File: src/rtl/stream_seq_pkg.sv
`default_nettype none
// ============================================================================
// Package  : stream_seq_pkg
// Purpose  : Shared state encoding and width helpers for the stream sequencer.
// Revision : 1.0
// ============================================================================
package stream_seq_pkg;

   typedef enum logic [1:0] {
      ST_IDLE  = 2'd0,
      ST_RUN   = 2'd1,
      ST_DRAIN = 2'd2,
      ST_DONE  = 2'd3
   } state_t;

   localparam int c_nwi_w = 16;

   function automatic int beat_w(input int dataw, input int gvect, input int n);
      return dataw * gvect * n;
   endfunction

endpackage
`default_nettype wire

File: src/rtl/stream_seq_ctrl_if.sv
`default_nettype none
// ============================================================================
// Interface : stream_seq_ctrl_if
// Purpose   : Control, memory, kernel-stream and write-sink signals of the
//             stream sequencer.
// Revision  : 1.0
// ============================================================================
interface stream_seq_ctrl_if
   import stream_seq_pkg::*;
#(
   parameter int DATAW = 32,
   parameter int GVECT = 1,
   parameter int NIN   = 2,
   parameter int NOUT  = 1,
   parameter int ADDRW = 20
);
   localparam int c_in_w  = beat_w(DATAW, GVECT, NIN);
   localparam int c_out_w = beat_w(DATAW, GVECT, NOUT);

   logic                 start;
   logic [ADDRW:0]       cfg_size;
   logic [c_nwi_w-1:0]   cfg_nwi;
   logic                 busy;
   logic                 done;
   logic                 rd_en;
   logic [ADDRW-1:0]     rd_addr;
   logic [c_in_w-1:0]    rd_data;
   logic [NIN-1:0]       k_s_tvalid;
   logic [c_in_w-1:0]    k_s_tdata;
   logic [NIN-1:0]       k_s_tready;
   logic                 k_m_tvalid;
   logic [c_out_w-1:0]   k_m_tdata;
   logic                 k_m_tready;
   logic                 wr_en;
   logic [ADDRW-1:0]     wr_addr;
   logic [c_out_w-1:0]   wr_data;
   logic                 wr_ready;

   modport master (
      input  start, cfg_size, cfg_nwi, rd_data, k_s_tready,
             k_m_tvalid, k_m_tdata, wr_ready,
      output busy, done, rd_en, rd_addr, k_s_tvalid, k_s_tdata,
             k_m_tready, wr_en, wr_addr, wr_data
   );

   modport slave (
      output start, cfg_size, cfg_nwi, rd_data, k_s_tready,
             k_m_tvalid, k_m_tdata, wr_ready,
      input  busy, done, rd_en, rd_addr, k_s_tvalid, k_s_tdata,
             k_m_tready, wr_en, wr_addr, wr_data
   );

endinterface
`default_nettype wire

File: src/rtl/stream_skid_fifo.sv
`default_nettype none
// ============================================================================
// Module   : stream_skid_fifo
// Purpose  : Two-entry FIFO with occupancy count; head is valid when cnt != 0.
// Revision : 1.0
// ============================================================================
module stream_skid_fifo #(
   parameter int WIDTH = 32
) (
   input  logic             clk,
   input  logic             rst_n,
   input  logic             push,
   input  logic [WIDTH-1:0] push_data,
   input  logic             pop,
   output logic [WIDTH-1:0] head,
   output logic [1:0]       cnt
);

   logic [WIDTH-1:0] r_mem [2];
   logic             r_wr_ptr;
   logic             r_rd_ptr;
   logic [1:0]       r_cnt;
   logic             w_push_ok;
   logic             w_pop_ok;

   // A push into a full FIFO is only legal when the head leaves in the same cycle
   assign w_pop_ok  = pop && (r_cnt != 2'd0);
   assign w_push_ok = push && ((r_cnt != 2'd2) || w_pop_ok);

   always_ff @(posedge clk or negedge rst_n) begin
      if (!rst_n) begin
         r_mem[0] <= '0;
         r_mem[1] <= '0;
         r_wr_ptr <= 1'b0;
         r_rd_ptr <= 1'b0;
         r_cnt    <= 2'd0;
      end else begin
         if (w_push_ok) begin
            r_mem[r_wr_ptr] <= push_data;
            r_wr_ptr        <= ~r_wr_ptr;
         end
         if (w_pop_ok) begin
            r_rd_ptr <= ~r_rd_ptr;
         end
         case ({w_push_ok, w_pop_ok})
            2'b10:   r_cnt <= r_cnt + 2'd1;
            2'b01:   r_cnt <= r_cnt - 2'd1;
            default: r_cnt <= r_cnt;
         endcase
      end
   end

   assign head = r_mem[r_rd_ptr];
   assign cnt  = r_cnt;

endmodule
`default_nettype wire

File: src/rtl/stream_seq_ctrl.sv
`default_nettype none
// ============================================================================
// Module   : stream_seq_ctrl
// Purpose  : Sweeps linear read/write addresses over NIN input arrays for a
//            number of work instances, feeding a streaming kernel.
// Revision : 1.0
// ============================================================================
module stream_seq_ctrl
   import stream_seq_pkg::*;
#(
   parameter int DATAW = 32,
   parameter int GVECT = 1,
   parameter int NIN   = 2,
   parameter int NOUT  = 1,
   parameter int ADDRW = 20
) (
   input  logic               clk,
   input  logic               rst_n,
   stream_seq_ctrl_if.master  bus
);

   localparam int             c_in_w = beat_w(DATAW, GVECT, NIN);
   localparam logic [ADDRW:0] c_gv   = (ADDRW+1)'(GVECT);
   localparam logic [ADDRW-1:0] c_step = ADDRW'(GVECT);

   state_t               r_state;
   state_t               w_state_nxt;
   logic [ADDRW-1:0]     r_last_addr;
   logic [c_nwi_w-1:0]   r_nwi_last;
   logic                 r_inflight;
   logic [ADDRW:0]       w_size_beats;
   logic                 w_cfg_ok;
   logic                 w_launch;
   logic [1:0]           w_fifo_cnt;
   logic                 w_fifo_valid;
   logic [c_in_w-1:0]    w_fifo_head;
   logic                 w_pop;
   logic [2:0]           w_occupancy;
   logic                 w_busy;
   logic                 w_done;
   logic                 w_rd_en;
   logic                 w_k_m_tready;
   logic                 w_wr_en;
   logic [1:0]           w_adv;
   logic [1:0]           w_last;
   logic [1:0][ADDRW-1:0] w_addr;

   assign w_size_beats = bus.cfg_size / c_gv;
   assign w_cfg_ok     = (w_size_beats != '0) && (bus.cfg_nwi != '0);
   assign w_launch     = (r_state == ST_IDLE) && bus.start;

   always_ff @(posedge clk or negedge rst_n) begin
      if (!rst_n) begin
         r_last_addr <= '0;
         r_nwi_last  <= '0;
      end else if (w_launch && w_cfg_ok) begin
         r_last_addr <= ADDRW'((w_size_beats - (ADDRW+1)'(1)) * c_gv);
         r_nwi_last  <= bus.cfg_nwi - c_nwi_w'(1);
      end
   end

   always_ff @(posedge clk or negedge rst_n) begin
      if (!rst_n) begin
         r_state <= ST_IDLE;
      end else begin
         r_state <= w_state_nxt;
      end
   end

   always_comb begin
      w_state_nxt = r_state;
      case (r_state)
         ST_IDLE:  if (bus.start) w_state_nxt = w_cfg_ok ? ST_RUN : ST_DONE;
         ST_RUN:   if (w_rd_en && w_last[0]) w_state_nxt = ST_DRAIN;
         ST_DRAIN: if (w_wr_en && w_last[1]) w_state_nxt = ST_DONE;
         ST_DONE:  w_state_nxt = ST_IDLE;
         default:  w_state_nxt = ST_IDLE;
      endcase
   end

   // Beats already in the FIFO plus the one still returning from memory
   assign w_occupancy = {1'b0, w_fifo_cnt} - {2'b00, w_pop} + {2'b00, r_inflight};

   always_comb begin
      w_busy       = 1'b0;
      w_done       = 1'b0;
      w_rd_en      = 1'b0;
      w_k_m_tready = 1'b0;
      case (r_state)
         ST_RUN: begin
            w_busy       = 1'b1;
            w_rd_en      = (w_occupancy < 3'd2);
            w_k_m_tready = bus.wr_ready;
         end
         ST_DRAIN: begin
            w_busy       = 1'b1;
            w_k_m_tready = bus.wr_ready;
         end
         ST_DONE: w_done = 1'b1;
         default: ;
      endcase
   end

   assign w_pop   = w_fifo_valid && (&bus.k_s_tready);
   assign w_wr_en = bus.k_m_tvalid && w_k_m_tready;
   assign w_adv   = {w_wr_en, w_rd_en};

   always_ff @(posedge clk or negedge rst_n) begin
      if (!rst_n) begin
         r_inflight <= 1'b0;
      end else begin
         r_inflight <= w_rd_en;
      end
   end

   // Index 0 walks the read side, index 1 the write side
   for (genvar g = 0; g < 2; g++) begin : g_addr_gen
      logic [ADDRW-1:0]   r_addr;
      logic [c_nwi_w-1:0] r_wi;
      logic               w_wrap;

      assign w_wrap    = (r_addr == r_last_addr);
      assign w_last[g] = w_wrap && (r_wi == r_nwi_last);
      assign w_addr[g] = r_addr;

      always_ff @(posedge clk or negedge rst_n) begin
         if (!rst_n) begin
            r_addr <= '0;
            r_wi   <= '0;
         end else if (w_launch) begin
            r_addr <= '0;
            r_wi   <= '0;
         end else if (w_adv[g]) begin
            if (w_wrap) begin
               r_addr <= '0;
               r_wi   <= w_last[g] ? '0 : r_wi + c_nwi_w'(1);
            end else begin
               r_addr <= r_addr + c_step;
            end
         end
      end
   end

   stream_skid_fifo #(
      .WIDTH (c_in_w)
   ) u_in_fifo (
      .clk       (clk),
      .rst_n     (rst_n),
      .push      (r_inflight),
      .push_data (bus.rd_data),
      .pop       (w_pop),
      .head      (w_fifo_head),
      .cnt       (w_fifo_cnt)
   );

   assign w_fifo_valid   = (w_fifo_cnt != 2'd0);

   assign bus.busy       = w_busy;
   assign bus.done       = w_done;
   assign bus.rd_en      = w_rd_en;
   assign bus.rd_addr    = w_addr[0];
   assign bus.k_s_tvalid = {NIN{w_fifo_valid}};
   assign bus.k_s_tdata  = w_fifo_head;
   assign bus.k_m_tready = w_k_m_tready;
   assign bus.wr_en      = w_wr_en;
   assign bus.wr_addr    = w_addr[1];
   assign bus.wr_data    = w_busy ? bus.k_m_tdata : '0;

endmodule
`default_nettype wire

File: src/flat_wrapper.sv
// flat-port wrapper written by rule: the top's interface ports become plain ports
module stream_seq_ctrl_flat import stream_seq_pkg::*;
#(
   parameter int DATAW = 32,
   parameter int GVECT = 1,
   parameter int NIN   = 2,
   parameter int NOUT  = 1,
   parameter int ADDRW = 20
)
  (clk, rst_n, bus_start, bus_cfg_size, bus_cfg_nwi, bus_rd_data, bus_k_s_tready, bus_k_m_tvalid, bus_k_m_tdata, bus_wr_ready, bus_busy, bus_done, bus_rd_en, bus_rd_addr, bus_k_s_tvalid, bus_k_s_tdata, bus_k_m_tready, bus_wr_en, bus_wr_addr, bus_wr_data);
  stream_seq_ctrl_if #(.DATAW(DATAW), .GVECT(GVECT), .NIN(NIN), .NOUT(NOUT), .ADDRW(ADDRW)) bus_i ();
  input  logic clk;
  input  logic rst_n;
  input wire logic [$bits(bus_i.start)-1:0] bus_start;
  input wire logic [$bits(bus_i.cfg_size)-1:0] bus_cfg_size;
  input wire logic [$bits(bus_i.cfg_nwi)-1:0] bus_cfg_nwi;
  input wire logic [$bits(bus_i.rd_data)-1:0] bus_rd_data;
  input wire logic [$bits(bus_i.k_s_tready)-1:0] bus_k_s_tready;
  input wire logic [$bits(bus_i.k_m_tvalid)-1:0] bus_k_m_tvalid;
  input wire logic [$bits(bus_i.k_m_tdata)-1:0] bus_k_m_tdata;
  input wire logic [$bits(bus_i.wr_ready)-1:0] bus_wr_ready;
  output wire logic [$bits(bus_i.busy)-1:0] bus_busy;
  output wire logic [$bits(bus_i.done)-1:0] bus_done;
  output wire logic [$bits(bus_i.rd_en)-1:0] bus_rd_en;
  output wire logic [$bits(bus_i.rd_addr)-1:0] bus_rd_addr;
  output wire logic [$bits(bus_i.k_s_tvalid)-1:0] bus_k_s_tvalid;
  output wire logic [$bits(bus_i.k_s_tdata)-1:0] bus_k_s_tdata;
  output wire logic [$bits(bus_i.k_m_tready)-1:0] bus_k_m_tready;
  output wire logic [$bits(bus_i.wr_en)-1:0] bus_wr_en;
  output wire logic [$bits(bus_i.wr_addr)-1:0] bus_wr_addr;
  output wire logic [$bits(bus_i.wr_data)-1:0] bus_wr_data;
  assign bus_i.start = bus_start;
  assign bus_i.cfg_size = bus_cfg_size;
  assign bus_i.cfg_nwi = bus_cfg_nwi;
  assign bus_i.rd_data = bus_rd_data;
  assign bus_i.k_s_tready = bus_k_s_tready;
  assign bus_i.k_m_tvalid = bus_k_m_tvalid;
  assign bus_i.k_m_tdata = bus_k_m_tdata;
  assign bus_i.wr_ready = bus_wr_ready;
  assign bus_busy = bus_i.busy;
  assign bus_done = bus_i.done;
  assign bus_rd_en = bus_i.rd_en;
  assign bus_rd_addr = bus_i.rd_addr;
  assign bus_k_s_tvalid = bus_i.k_s_tvalid;
  assign bus_k_s_tdata = bus_i.k_s_tdata;
  assign bus_k_m_tready = bus_i.k_m_tready;
  assign bus_wr_en = bus_i.wr_en;
  assign bus_wr_addr = bus_i.wr_addr;
  assign bus_wr_data = bus_i.wr_data;
  stream_seq_ctrl #(.DATAW(DATAW), .GVECT(GVECT), .NIN(NIN), .NOUT(NOUT), .ADDRW(ADDRW)) u_core (.clk(clk), .rst_n(rst_n), .bus(bus_i));
endmodule
File: config.mk
export PLATFORM = sky130hd
export DESIGN_NAME = stream_seq_ctrl_flat
export DESIGN_NICKNAME = d
export VERILOG_FILES = /design/src/rtl/stream_seq_pkg.sv /design/src/rtl/stream_seq_ctrl_if.sv /design/src/rtl/stream_skid_fifo.sv /design/src/rtl/stream_seq_ctrl.sv /design/src/flat_wrapper.sv
export SDC_FILE = /design/constraint.sdc
export NUM_CORES = 1
export LEC_CHECK = 0
export BUFFER_PORTS_ARGS = -buffer_cell sky130_fd_sc_hd__buf_2
export CORE_MARGIN = 4
export CORE_UTILIZATION = 57
export CTS_BUF_LIST = sky130_fd_sc_hd__clkbuf_2
export CTS_CLUSTER_SIZE = 30
export DETAILED_ROUTE_END_ITERATION = 16
export HOLD_SLACK_MARGIN = 0.06
export PLACE_DENSITY_LB_ADDON = 0.12
export REMOVE_ABC_BUFFERS = 1
export SLEW_MARGIN = 40
export SYNTH_ARGS = -nofsm -noshare
export SYNTH_HDL_FRONTEND = slang
export SYNTH_HIERARCHICAL = 1
export SYNTH_SLANG_ARGS = --single-unit
File: constraint.sdc
create_clock -name clk -period 3.7 [get_ports clk]
set_input_delay 0.37 -clock clk [delete_from_list [all_inputs] [get_ports clk]]
set_output_delay 0.37 -clock clk [all_outputs]
set_load 0.02 [all_outputs]
==> qor.csv, run 1 <==
metric;value;unit
ys flop type;dfrtp_1;
DRT iter0 DRCs;664;
ys async rst share;100;%
gr usage total;26.3;%
antenna-violating nets left;0;
worst min-delay path class;in2reg;
Critical Path RT;3.33;ns
post-synth top area cell;dfrtp_1;
Setup Skew;0.0534;ns
Peak VDD IR;513;uV
worst slew pin tran;0.751;ns
layout net count;1760;
Floorplan Core Area;22600;sq um
sequential power share;36.5;%
Die Y;160;um
area grow syn2layout;26.8;%
Syn Inst Count;1163;
Via-to-Cell Ratio;5.52;
worst setup margin;0.162;ns
FF/Latch Area;6080;sq um
Die X;160;um
top cells by area, synth;dfrtp_1, mux2_2, xnor2_1, mux2_4, nor2_1;
wire length of the first global-routing pass;55600;um
CTS tree;done;
warnings from Yosys;6;
Post-Place Cells;1692;
share of cells above drive strength 1;37.3;%
Hold Crit Endpoint;u_core/bus.wr_addr[16]$_DFFE_PN0P_;
Crit. End Element;output pin;
Root Buffer;clkbuf_2;
vias in the first global route;11100;
Filler Cells Inserted;1615;
IO Count;283;
Period Utilization, post-route;95.6;%
Seq/Total Area, Yosys;46.4;%
max cap viols;0;
combinational power share;47.8;%
clk buf depth;3;
worst-path cell chain;or2_2 -> and3_1 -> ha_1 -> nand2b_1 -> fa_1 -> xnor2_2 -> nand3_2 -> clkinv_4 -> buf_4;
r2r worst-path depth;12;
Final Setup Violations;0;
routed len/inst;17.6;um
Post-Syn Area per Cell;11.3;sq um
Max H-tree Level;3;
WL final;34100;um
Cell Area, Synth;13100;sq um
most instantiated cells after synthesis;dfrtp_1, mux2_2, xnor2_1, nor2_1, a21oi_1;
Rows;55;
P_int;0.00730;W
Final Hold Viols;0;
P_sw;0.00485;W
Tot Pwr;0.0122;W
Hold Startpoint;bus_wr_ready;
IO buf count;282;
drt first pass iters;5;
hpwl dp;22400;um
f_max;283;MHz
latest clock arrival within the worst-skew pair;0.80;ns
r2r setup slk;0.20;ns
relative slew slack;49.8;%
Routability Congestion;0.867;
crit path launch type;register;
Place WS;0.195;ns
area occupied by multi-input gates;6600;sq um
reg2reg start;u_core/u_in_fifo/cnt[0]$_DFFE_PN0P_;
Final Non-Filler Cells;1935;
Die ar.;25500;sq um
Post-route DRC;0;
Vias;10700;
Worst Hold Depth;5;
status;completed;
Remaining Overflow, GRT;0;
Starting Density;57.9;%
TritonCTS Buffers;66;
number of synthesized register bits;243;
Worst Path Max Fanout;10;
post-layout min period;3.54;ns
Worst-path clk slew;0.12;ns
type of the worst setup path;reg2out;
R2R Path End;u_core/bus.rd_addr[17]$_DFFE_PN0P_;
initial antenna violation count;3;
Sw Share;39.9;%
clock group share of total power;15.8;%
WHS;0.174;ns
CTS sink count;243;
largest net degree at the start of global routing;99;
number of synthesized flops with an enable pin;0;
max incr delay on CP;0.42;ns
power per cell area;731;nW/um^2
max-slew violations;0;
LEAKAGE;7.45;nW
crit path DAT;3.17;ns
top-count cell post-synth;dfrtp_1;
Yosys cell types;68;
Yosys top cell area share;46.4;%
start point of the critical path;u_core/u_in_fifo/cnt[0]$_DFFE_PN0P_;
slowest cell on the critical path;fa_1;
==> worst max-delay path, delay by kind of cell, from the launching register on <==
kind	cells	cell delay (ns)
DFF	1	0.39
and+or+nand+nor	4	0.85
adders and majority gates	2	0.70
xor gates and xnor gates	1	0.16
buffers and inverters	2	0.28
==> state kept, by name, summed over array words and instances, names as in the netlist <==
signal	flops
u_core/r_state	2
u_core/bus.wr_addr	20
u_core/u_in_fifo/r_rd_ptr	1
u_core/r_nwi_last	16
u_core/g_addr_gen.r_wi	32
u_core/r_inflight	1
u_core/u_in_fifo/cnt	2
u_core/u_in_fifo/r_wr_ptr	1
u_core/bus.rd_addr	20
u_core/u_in_fifo/r_mem	128
u_core/r_last_addr	20
==> power by group through the flow <==
stage	logic (W)	registers, W	clock network, W
5_1_grt	0.00626	0.00455	0.00214
3_5_place_dp	0.00562	0.00446	0
4_1_cts	0.00579	0.00442	0.00198
2_1_floorplan	0.00409	0.00429	0
6_report	0.00580	0.00443	0.00192
3_3_place_gp	0.00552	0.00441	0
==> logic make-up (layout without fill, tap and decap cells) <==
| group | after synthesis | in the layout | synth area share, % |
|---|---|---|---|
| compound gates | 147 | 147 | 6.68 |
| other cells | 0 | 3 | 0 |
| xor+xnor | 133 | 133 | 8.88 |
| buf+inv | 80 | 564 | 3.62 |
| simple gates | 350 | 350 | 14.5 |
| flops | 243 | 243 | 46.4 |
| fa+ha+maj | 14 | 14 | 1.39 |
| mux | 196 | 196 | 18.5 |
==> timing repair <==
item | 4_1_cts | 5_1_grt
hold endpoints to repair | 381 | 0
setup buffers | 0 | 3
hold buffers | 128 | 0
pin swaps | 1 | 1
endpoints found under the setup margin | 1 | 1
gates resized for setup | 4 | 1
==> cells in the final DEF, fill, tap and decap left out, drive strengths merged, types with 16 or more instances in the layout <==
master / Yosys / layout
dfrtp: 243 / 243
clkinv: 2 / 16
dlygate4sd3: 0 / 128
xnor2: 114 / 114
a31oi: 24 / 24
buf: 29 / 302
nand2: 47 / 47
xor2: 19 / 19
nor2: 105 / 105
o21ai: 26 / 26
mux2: 195 / 195
inv: 23 / 25
clkbuf: 26 / 90
a21oi: 70 / 70
or3: 19 / 19
and2: 36 / 36
nand4: 28 / 28
nand3: 36 / 36
==> layout make-up <==
type                    count  area share (%)
multi-input cells         840            39.7
flip-flops and latches    243            36.6
repair buffers            430            17.5
clock buffers              90            2.71
well taps                 285            2.14
clock inverters            19           0.775
inverters                  25           0.602
diodes                      3          0.0451
==> worst max-delay path by stage <==
| stage | endpoint | slack (ns) |
|---|---|---|
| after floorplan | u_core/u_in_fifo/r_mem[106]$_DFFE_PN0P_ | -1.91 |
| after global placement | u_core/r_state[1]$_DFFE_PN0P_ | 0.29 |
| after detailed placement | u_core/r_state[1]$_DFFE_PN0P_ | 0.19 |
| after CTS | bus_rd_en | 0.01 |
| after global routing | bus_rd_en | -0.008 |
| final | bus_rd_en | 0.16 |
==> per-layer routing <==
metal  share of wire, %  routed length [um]  track usage, %
met1                 41               14200            33.3
met2                 50               17200            44.7
met3                5.8                1980            5.55
met4                2.4                 826            9.59
met5                  0                   0               0
==> through the flow <==
stage | area [sq um] | utilization, % | setup TNS [ns]
5_1_grt | 16600 | 73.5 | -0.00813
3_5_place_dp | 14700 | 65.0 | 0
2_1_floorplan | 12700 | - | -118.67
4_1_cts | 16600 | 73.2 | 0
3_3_place_gp | 14700 | 65.0 | 0
6_report | 16600 | 73.5 | 0
Power figures use the tool's default switching activity.
==> run 2, diff against run 1 <==
==> constraint.sdc (replaced) <==
create_clock -name clk -period 3.55 [get_ports clk]
set_input_delay 0.355 -clock clk [delete_from_list [all_inputs] [get_ports clk]]
set_output_delay 0.355 -clock clk [all_outputs]
set_load 0.02 [all_outputs]
==> run 2 against run 1 <==
Compared with the run above: final area is 0.23% lower; largest cell class unchanged; sequential power is 4.7% higher; die area stayed put.
==> qor.csv, run 2 (synthesis gave the netlist of run 1 again) <==
metric;value;unit;change
max cap viols;0;;unchanged
IO Count;283;;unchanged
latest clock arrival within the worst-skew pair;0.80;ns;about the same
drt first pass iters;7;;+2
post-route setup TNS;0;ns;unchanged
Vias;10600;;-0.35%
layout net count;1763;;+0.17%
Final Hold Viols;0;;unchanged
LEAKAGE;7.43;nW;-0.23%
vias in the first global route;11500;;+3.1%
type of the worst setup path;reg2out;;
area occupied by multi-input gates;6600;sq um;unchanged
worst min-delay path class;in2reg;;
top flop regs;u_core/u_in_fifo/r_mem (128), u_core/g_addr_gen.r_wi (32);;
max reg flops;128;;unchanged
worst path bufs/invs;3;;+1
IO buf count;282;;unchanged
WL final;34400;um;+0.69%
Remaining Overflow, GRT;0;;unchanged
CTS sink count;243;;unchanged
Max H-tree Level;3;;unchanged
Worst-path clk slew;0.11;ns;about the same
Worst Path Max Fanout;4;;-6
clk buf depth;3;;unchanged
TritonCTS Buffers;66;;unchanged
Via-to-Cell Ratio;5.51;;-0.14%
relative slew slack;50.0;%;+0.12 points
worst setup margin;0.196;ns;+0.0341 ns
Die ar.;25500;sq um;unchanged
Filler Cells Inserted;1614;;-0.062%
status;completed;;
Place WS;0.305;ns;+0.110 ns
Critical Path RT;3.19;ns;-0.14 ns
Root Buffer;clkbuf_2;;
worst slew pin tran;0.749;ns;-0.00176 ns
initial antenna violation count;2;;-1
FF/Latch Area;6080;sq um;unchanged
slowest cell on the critical path;fa_2;;
Setup Skew;0.0715;ns;+0.0181 ns
RSZ-0062 raised after global routing;no;;
fin area;16600;sq um;-0.23%
Die X;160;um;unchanged
Final Setup Violations;0;;unchanged
Core Util, Final;73.3;%;-0.17 points
f_max;298;MHz;
crit path launch type;register;;
antenna-violating nets left;0;;unchanged
worst-path cell chain;or2_2 -> and3_4 -> ha_1 -> nand2b_1 -> fa_2 -> nand3_2 -> clkinv_2 -> buf_4 -> buf_6;;
power per cell area;756;nW/um^2;+3.4%
Crit. End Element;output pin;;
largest net degree at the start of global routing;92;;-7.1%
DRT iter0 DRCs;683;;+2.9%
Peak VDD IR;572;uV;+11%
Post-route DRC;0;;unchanged
Area after DPL;14700;sq um;+0.15%
Period Utilization, post-route;94.5;%;
WHS;0.141;ns;-0.0335 ns
most frequent cells in the layout;buf_2, dfrtp_1, dlygate4sd3_1, mux2_2, xnor2_1;;
Floorplan Core Area;22600;sq um;unchanged
max incr delay on CP;0.53;ns;+0.11 ns
Routability Congestion;0.851;;-1.8%
share of cells above drive strength 1;37.7;%;+0.37 points
crit path DAT;3.00;ns;-0.17 ns
routed len/inst;17.8;um;+0.90%
Largest Register;u_core/u_in_fifo/r_mem;;
Die Y;160;um;unchanged
CTS tree;done;;
area grow syn2layout;26.5;%;
gr usage total;26.8;%;+0.52 points
hpwl dp;22500;um;+0.49%
wire length of the first global-routing pass;57000;um;+2.4%
post-layout min period;3.35;ns;
most common cell after layout, fill and taps aside;buf_2;;
Rows;55;;unchanged
delay-heaviest family, CP;adder cells;;
max-slew violations;0;;unchanged
Starting Density;57.9;%;unchanged
-- run 2: cell count changes in the layout (fill, tap and decap cells not counted), sizes merged --
| cell | previous run | this run |
|---|---|---|
| clkinv | 16 | 9 |
| buf | 302 | 304 |
| bufinv | 2 | 0 |
| clkbuf | 90 | 92 |
| clkinvlp | 1 | 2 |
| diode | 3 | 2 |
| dlygate4sd3 | 128 | 129 |
-- run 2: layout make-up --
| class | instances | share of cell area, % |
|---|---|---|
| multi-input cells | 840 | 39.8 |
| flip-flops and latches | 243 | 36.6 |
| repair buffers | 433 | 17.7 |
| clock buffers | 92 | 2.77 |
| well taps | 285 | 2.15 |
| inverters | 25 | 0.581 |
| clock inverters | 11 | 0.354 |
| diodes | 2 | 0.0302 |
-- run 2: what timing repair did --
action / 4_1_cts / 5_1_grt
buffers inserted: 1 / 0
gates resized for setup: 4 / 3
pin swaps: 0 / 1
setup endpoints to repair: 1 / 1
hold buffers: 129 / 0
endpoints found under the hold margin: 262 / 0
-- run 2: final timing paths --
kind,startpoint,to,slack [ns],depth (start not counted)
worst min register to register,u_core/u_in_fifo/r_mem[34]$_DFFE_PN0P_,u_core/u_in_fifo/r_mem[34]$_DFFE_PN0P_,0.50,1
worst max-delay path,u_core/u_in_fifo/cnt[1]$_DFFE_PN0P_,bus_rd_en,0.20,9
max in group asynchronous,rst_n,u_core/bus.rd_addr[10]$_DFFE_PN0P_,2.42,3
worst max register to register,u_core/u_in_fifo/cnt[1]$_DFFE_PN0P_,u_core/r_state[1]$_DFFE_PN0P_,0.30,11
min in group asynchronous,rst_n,u_core/g_addr_gen[1].r_wi[5]$_DFFE_PN0P_,0.17,2
worst min-delay path,bus_wr_ready,u_core/bus.wr_addr[0]$_DFFE_PN0P_,0.14,5
-- run 2: layer usage --
layer,part of all wire [%],vias to the layer above,GRT usage (%)
met5,0,-,0
met4,3.1,0,11.1
met3,6.0,79,6.01
met2,50,362,45.7
met1,41,5173,33.1
li1,-,5021,-
-- run 2: report_power, final --
group          switching, W  internal, W
Combinational       0.00308      0.00299
Sequential         0.000849      0.00379
Clock               0.00115     0.000690
Total               0.00507      0.00747
-- run 2: metrics by stage --
| stage | instances | power, W |
|---|---|---|
| after floorplan | 1108 | 0.00874 |
| after global placement | 1695 | 0.0104 |
| after detailed placement | 1695 | 0.0105 |
| after CTS | 1928 | 0.0126 |
| after global routing | 1931 | 0.0134 |
| final | 1931 | 0.0125 |
-- run 2: tightest hold or removal path, delay by kind of cell --
family	cells	cell delay (ns)
simple gates	3	0.28
compound gates	1	0.15
buf+inv	1	0.07
